--- src/rtl/serial_adder.sv ---
// Bit-serial adder: one full-adder cell (two half adders plus an OR) processes
// one operand bit per clock, LSB first, with the carry held in a flip-flop.
module serial_adder #(
    parameter int WIDTH = 8
) (
    input  logic             clk,
    input  logic             rstN,
    input  logic             start,
    input  logic [WIDTH-1:0] opA,
    input  logic [WIDTH-1:0] opB,
    input  logic             cin,
    output logic             busy,
    output logic             done,
    output logic [WIDTH-1:0] sum,
    output logic             cout,
    output logic [1:0]       state_dbg
);

    localparam int CW = $clog2(WIDTH + 1);
    localparam logic [CW-1:0] LAST = CW'(WIDTH - 1);

    typedef enum logic [1:0] {
        IDLE = 2'd0,
        RUN  = 2'd1,
        DONE = 2'd2
    } state_t;

    state_t           state;
    logic [WIDTH-1:0] a_sr;
    logic [WIDTH-1:0] b_sr;
    logic [WIDTH-1:0] res_sr;
    logic             carry;
    logic [CW-1:0]    cnt;

    logic [1:0]       ha0;
    logic [1:0]       ha1;
    logic             bit_s;
    logic             bit_c;
    logic [WIDTH-1:0] res_next;

    // Returns {carry, sum} of a 1-bit half adder.
    function automatic logic [1:0] half_add(input logic x, input logic y);
        return {x & y, x ^ y};
    endfunction

    always_comb begin
        ha0   = half_add(a_sr[0], b_sr[0]);
        ha1   = half_add(ha0[0], carry);
        bit_s = ha1[0];
        bit_c = ha0[1] | ha1[1];
    end

    // New sum bits enter at the MSB end so the LSB lands in bit 0 after WIDTH shifts.
    generate
        if (WIDTH == 1) begin : g_w1
            assign res_next = bit_s;
        end else begin : g_wn
            assign res_next = {bit_s, res_sr[WIDTH-1:1]};
        end
    endgenerate

    assign state_dbg = state;

    always_ff @(posedge clk) begin
        if (!rstN) begin
            state  <= IDLE;
            busy   <= 1'b0;
            done   <= 1'b0;
            sum    <= '0;
            cout   <= 1'b0;
            a_sr   <= '0;
            b_sr   <= '0;
            res_sr <= '0;
            carry  <= 1'b0;
            cnt    <= '0;
        end else begin
            done <= 1'b0;
            case (state)
                IDLE, DONE: begin
                    if (start) begin
                        a_sr   <= opA;
                        b_sr   <= opB;
                        carry  <= cin;
                        res_sr <= '0;
                        cnt    <= '0;
                        busy   <= 1'b1;
                        state  <= RUN;
                    end else begin
                        state <= IDLE;
                    end
                end
                RUN: begin
                    carry  <= bit_c;
                    res_sr <= res_next;
                    a_sr   <= a_sr >> 1;
                    b_sr   <= b_sr >> 1;
                    cnt    <= cnt + CW'(1);
                    if (cnt == LAST) begin
                        sum   <= res_next;
                        cout  <= bit_c;
                        busy  <= 1'b0;
                        done  <= 1'b1;
                        state <= DONE;
                    end
                end
                default: begin
                    busy  <= 1'b0;
                    state <= IDLE;
                end
            endcase
        end
    end

endmodule
--- config.mk ---
export PLATFORM = sky130hd
export DESIGN_NAME = serial_adder
export DESIGN_NICKNAME = d
export VERILOG_FILES = /design/src/rtl/serial_adder.sv
export SDC_FILE = /design/constraint.sdc
export NUM_CORES = 1
export LEC_CHECK = 0
export CORE_MARGIN = 2
export CORE_UTILIZATION = 45
export CTS_BUF_LIST = sky130_fd_sc_hd__clkbuf_8
export DETAILED_ROUTE_END_ITERATION = 12
export PLACE_DENSITY = 0.76
export RECOVER_POWER = 50
export SETUP_SLACK_MARGIN = 0.4
export SLEW_MARGIN = 20
export SYNTH_ARGS = -nofsm -noshare
export SYNTH_HDL_FRONTEND = slang
export SYNTH_SLANG_ARGS = --single-unit
--- constraint.sdc ---
create_clock -name clk -period 3.4 [get_ports clk]
set_input_delay 0.85 -clock clk [delete_from_list [all_inputs] [get_ports clk]]
set_output_delay 0.85 -clock clk [all_outputs]
set_load 0.02 [all_outputs]
* Yosys cells after proc, flatten, opt, wreduce, memory -nomap -nowiden
Index checks and enable logic that the tools add are counted.
W data, S select, Z words.
** Storage, ports and cells
- Register bits :: 42
- Output and inout port bits :: 13
- Word-level logic and storage cells :: 45
** Cells by class
- Add/sub/neg operators :: 1
- Equal/unequal tests :: 5
- Multiplexer cells :: 17
- Bitwise logic cells :: 5
- Reductions and logical operators :: 7
** Operators with widths (number)
- $pmux W8 S2 :: 3
- $mux W8 :: 3
- $pmux W4 S2 :: 1
- $reduce_and A2 Y1 :: 4
- $mux W1 :: 5
- $add A4 B1 Y4 const B :: 1
- $eq A4 B3 Y1 const B :: 1
- $mux W4 :: 1
- $ne A2 B2 Y1 const B :: 2
- $pmux W1 S2 :: 2
- $pmux W2 S2 :: 1
- $and A1 B1 Y1 :: 2
- $eq A2 B1 Y1 const B :: 1
- $eq A2 B2 Y1 const B :: 1
- $logic_not A2 Y1 :: 1
- $mux W2 :: 1
- $reduce_bool A2 Y1 :: 1
- $reduce_or A2 Y1 :: 1
- $xor A1 B1 Y1 :: 2
- $or A1 B1 Y1 :: 1

* Depth between registers and ports, before layout
- Word-level depth :: 4
- Gate-level depth with buffers :: 5

* Worst setup path before layout
Ideal clock, no wire load.
- Kind :: input-to-reg
- Start :: input port start
- End :: register a_sr[2]
- Arrival :: 1.507 ns
- Required time :: 3.268 ns
- Slack :: 1.761 ns
- Cell stages on the path :: 5
- Buffers on the path :: 2
- Path through :: and2b_1 buf_4 buf_2 a22oi_1 a21oi_1
** On the way
- Cells in the longest elaborated chain, start to end :: 2
** Ends and longest elaborated chain
- start, declared :: RTL line 8 : input logic start,
- $ne A2 B2 Y1 (no line)
- $reduce_and A2 Y1 (no line)
- end signal, assigned :: RTL line 81 : a_sr <= opA;
- end signal, assigned :: RTL line 95 : a_sr <= a_sr >> 1;
- end, declared :: RTL line 29 : logic [WIDTH-1:0] a_sr;
No other way between the ends.
A chain may end at the register's enable or synchronous reset.

* Worst setup path after layout
- Start :: input port rstN
- End :: register cnt[2]
** RTL lines
- start, declared :: RTL line 7 : input logic rstN,
- end signal, assigned :: RTL line 97 : cnt <= cnt + CW'(1);
- end, declared :: RTL line 33 : logic [CW-1:0] cnt;
No word-level cell between the ends.

==> metrics.yaml <==
yosys:
  ys_seq_area_share_pct: 48.8
  syn_area_um2: 1680
  syn_avg_cell_area_um2: 9.04
  synth_warnings: 0
  synthDistinctLibCells: 27
  synthesis.instances: 186
  syn-num-nets: 208
  synth_seq_cells: 41
power:
  combPwrFrac_pct: 11.3
  clock_power_share_pct: 33.8
  swShare_pct: 24.2
  ir_drop_uv: 270
  p_leak_nw: 0.753
  p_sw_w: 0.000224
  power_density_nw_per_um2: 449
  p_int_w: 0.000703
  p_seq_share_pct: 54.9
  report.power.total_w: 0.000927
drt:
  vias: 1371
  vias_per_cell: 5.27
  drt-pass1-iter-count: 4
  detail_route.wl_per_cell_um: 12.0
  routed_wl_um: 3110
  remaining_drc_errors: 0
  drt_iter0_drc: 57
  drtAntennaViolNets: 0
final_layout:
  final_common_cell: "dfxtp_1"
  areaGrowthSynthToFinish_pct: 22.8
  nFillCells: 345
  final_cell_mix: "41 x dfxtp_1, 29 x nand2_1, 28 x a21oi_1, 27 x nand3_1, 18 x clkdlybuf4s50_1"
  instances_no_fill: 260
  nNetsFinal: 234
  utilization_pct: 56.9
  drive_gt1_share_pct: 5.66
  antenna-diode-count: 0
worst_setup_path:
  end_kind: "register"
  worstPathRequired_ns: 3.60
  path_delay_family: "buffers and inverters"
  cp-start-kind: "primary input"
  crit_buf_inv: 3
  crit_path_top_delay_cell: "clkinv_1"
  cp.arrival_ns: 2.54
  path_cells: "clkdlybuf4s50_1 -> buf_4 -> clkinv_1 -> a211oi_2"
  critical_path_peak_fanout: 27
  cp_slowest_stage_delay_ns: 0.63
  crit_type: "primary input to register"
global_routing:
  antenna_found_initial: 0
  grt_use_total_pct: 16.0
  first_global_vias: 1172
  grt_pass1_wl_um: 5210
  grt-ovfl-total: 0
  grt_max_degree: 28
timing:
  max_slew_margin_pct: 36.2
  fin_hold_ws_ns: 0.454
  clock.fmax_ghz: 0.428
  tightest_slew_ns: 0.954
  finalSetupViolCount: 0
  timing.final.crit_share_pct: 68.7
  final_hold_viol_count: 0
  tns_ns: 0
  maxSlewViolCount: 0
  rsz0062_at_grt: "false"
  fin_crit_ns: 2.34
  fin_skew_ns: 0.00292
die:
  fp.dieH_um: 65.1
  core_um2: 3630
  die_area_um2: 4240
  die_w_um: 65.1
  rows: 22
  initial_core_util_pct: 46.3
  ioPinCount: 33
clock_tree:
  htree_levels: 2
  cts_made_buffers: 5
  cts_setup_buffers: 0
  cts_sinks: 41
  hold_buffers: 0
  cts_tree: "yes"
  clk_latency_ns: 0.29
  root_buffer: "clkbuf_8"
  cts_resized: 0
  max-clock-path-buffers: 2
  cts.clk_slew.worst_paths_ns: 0.07
place:
  portBuffers: 32
  place_inst: 253
  routabilityCongestion: 0.708
  detailedPlacementHpwl_um: 1980
worst_hold_path:
  hp-class: "register to register"
run_status:
  status: "complete, no violations"
job:
  drv_cap: 0
-- state kept, by name, indices dropped and copies added, names as in the netlist --
signal / cells
b_sr: 8
cnt: 4
res_sr: 7
carry: 1
done: 1
busy: 1
state_dbg: 2
a_sr: 8
sum: 8
cout: 1
-- cell usage after synthesis --
| master | count | area, µm² |
|---|---|---|
| and2_1 | 2 | 12.5 |
| ha_1 | 1 | 12.5 |
| a22oi_1 | 15 | 113 |
| clkbuf_1 | 4 | 15.0 |
| a31oi_1 | 1 | 6.26 |
| nor2b_2 | 1 | 8.76 |
| nand2_1 | 29 | 109 |
| buf_12 | 1 | 20.0 |
| and4_4 | 1 | 11.3 |
| nand4_1 | 1 | 6.26 |
| buf_6 | 1 | 11.3 |
| mux2i_1 | 10 | 100 |
| a211oi_2 | 1 | 12.5 |
| inv_1 | 1 | 3.75 |
| o21a_1 | 1 | 7.51 |
| nand3_1 | 27 | 135 |
| nand2b_1 | 3 | 18.8 |
| clkinv_1 | 1 | 3.75 |
| buf_4 | 1 | 7.51 |
| o21ai_0 | 1 | 5.00 |
| a21oi_1 | 28 | 140 |
| and2b_1 | 1 | 7.51 |
| buf_2 | 10 | 50.1 |
| fa_1 | 1 | 20.0 |
| dfxtp_1 | 41 | 821 |
| a31o_2 | 1 | 8.76 |
| mux2_4 | 1 | 15.0 |
-- per-layer routing --
metal	share of wire (%)	wire length, µm	track usage (%)	up-vias
li1	-	-	-	701
met1	46	1430	19.6	626
met2	46	1440	25.1	37
met3	6.4	198	6.51	7
met4	1.6	49	6.25	0
met5	0	0	0	-
-- path summary, 6_finish.rpt --
| path | startpoint | cells after the start | to | slack, ns |
|---|---|---|---|---|
| worst min register to register | sum[7]$_SDFFE_PN0P_ | 2 | sum[7]$_SDFFE_PN0P_ | 0.45 |
| worst min-delay path | sum[7]$_SDFFE_PN0P_ | 2 | sum[7]$_SDFFE_PN0P_ | 0.45 |
| worst max register to register | state_dbg[0]$_SDFFE_PN0P_ | 4 | cnt[2]$_SDFFE_PN0P_ | 1.23 |
| worst max-delay path | rstN | 4 | cnt[2]$_SDFFE_PN0P_ | 1.06 |
-- worst min-delay path: stages, from the launching register on --
cell and delay [ns]:
dfxtp_1 0.31, nand2_1 0.05, mux2i_1 0.05
-- power groups by stage --
stage | Combinational [W] | Clock [W] | Sequential, W
global route | 0.000116 | 0.000346 | 0.000511
global placement | 0.000107 | 0 | 0.000520
CTS | 0.000107 | 0.000321 | 0.000509
finish | 0.000104 | 0.000314 | 0.000509
floorplan | 0.0000695 | 0 | 0.000520
detailed placement | 0.000107 | 0 | 0.000520
-- through the flow --
stage               setup WS, ns  instance area [µm²]
global placement           0.762                 1990
detailed placement         0.750                 1990
CTS                         1.05                 2070
global route               0.864                 2070
floorplan                   1.76                 1680
finish                      1.06                 2070
-- cell type report --
class,count,area [µm²],share of cell area (%)
Sequential cell,41,821,39.7
Inverter,2,7.51,0.363
Multi-Input combinational cell,126,744,36.0
Clock inverter,1,3.75,0.182
Tap cell,48,60.1,2.91
Timing Repair Buffer,36,347,16.8
Clock buffer,6,82.6,4.00
-- cell families (layout without fill, tap and decap cells) --
group                      after synthesis  in the layout  share of synthesized area [%]
AOI/OAI and AO/OA                       48             48                           17.4
adders and majority gates                2              2                           1.93
and+or+nand+nor                         65             65                           18.4
DFF                                     41             41                           48.8
buffers and inverters                   19             45                           6.62
muxes                                   11             11                           6.85
(Power assumes the default switching activity.)
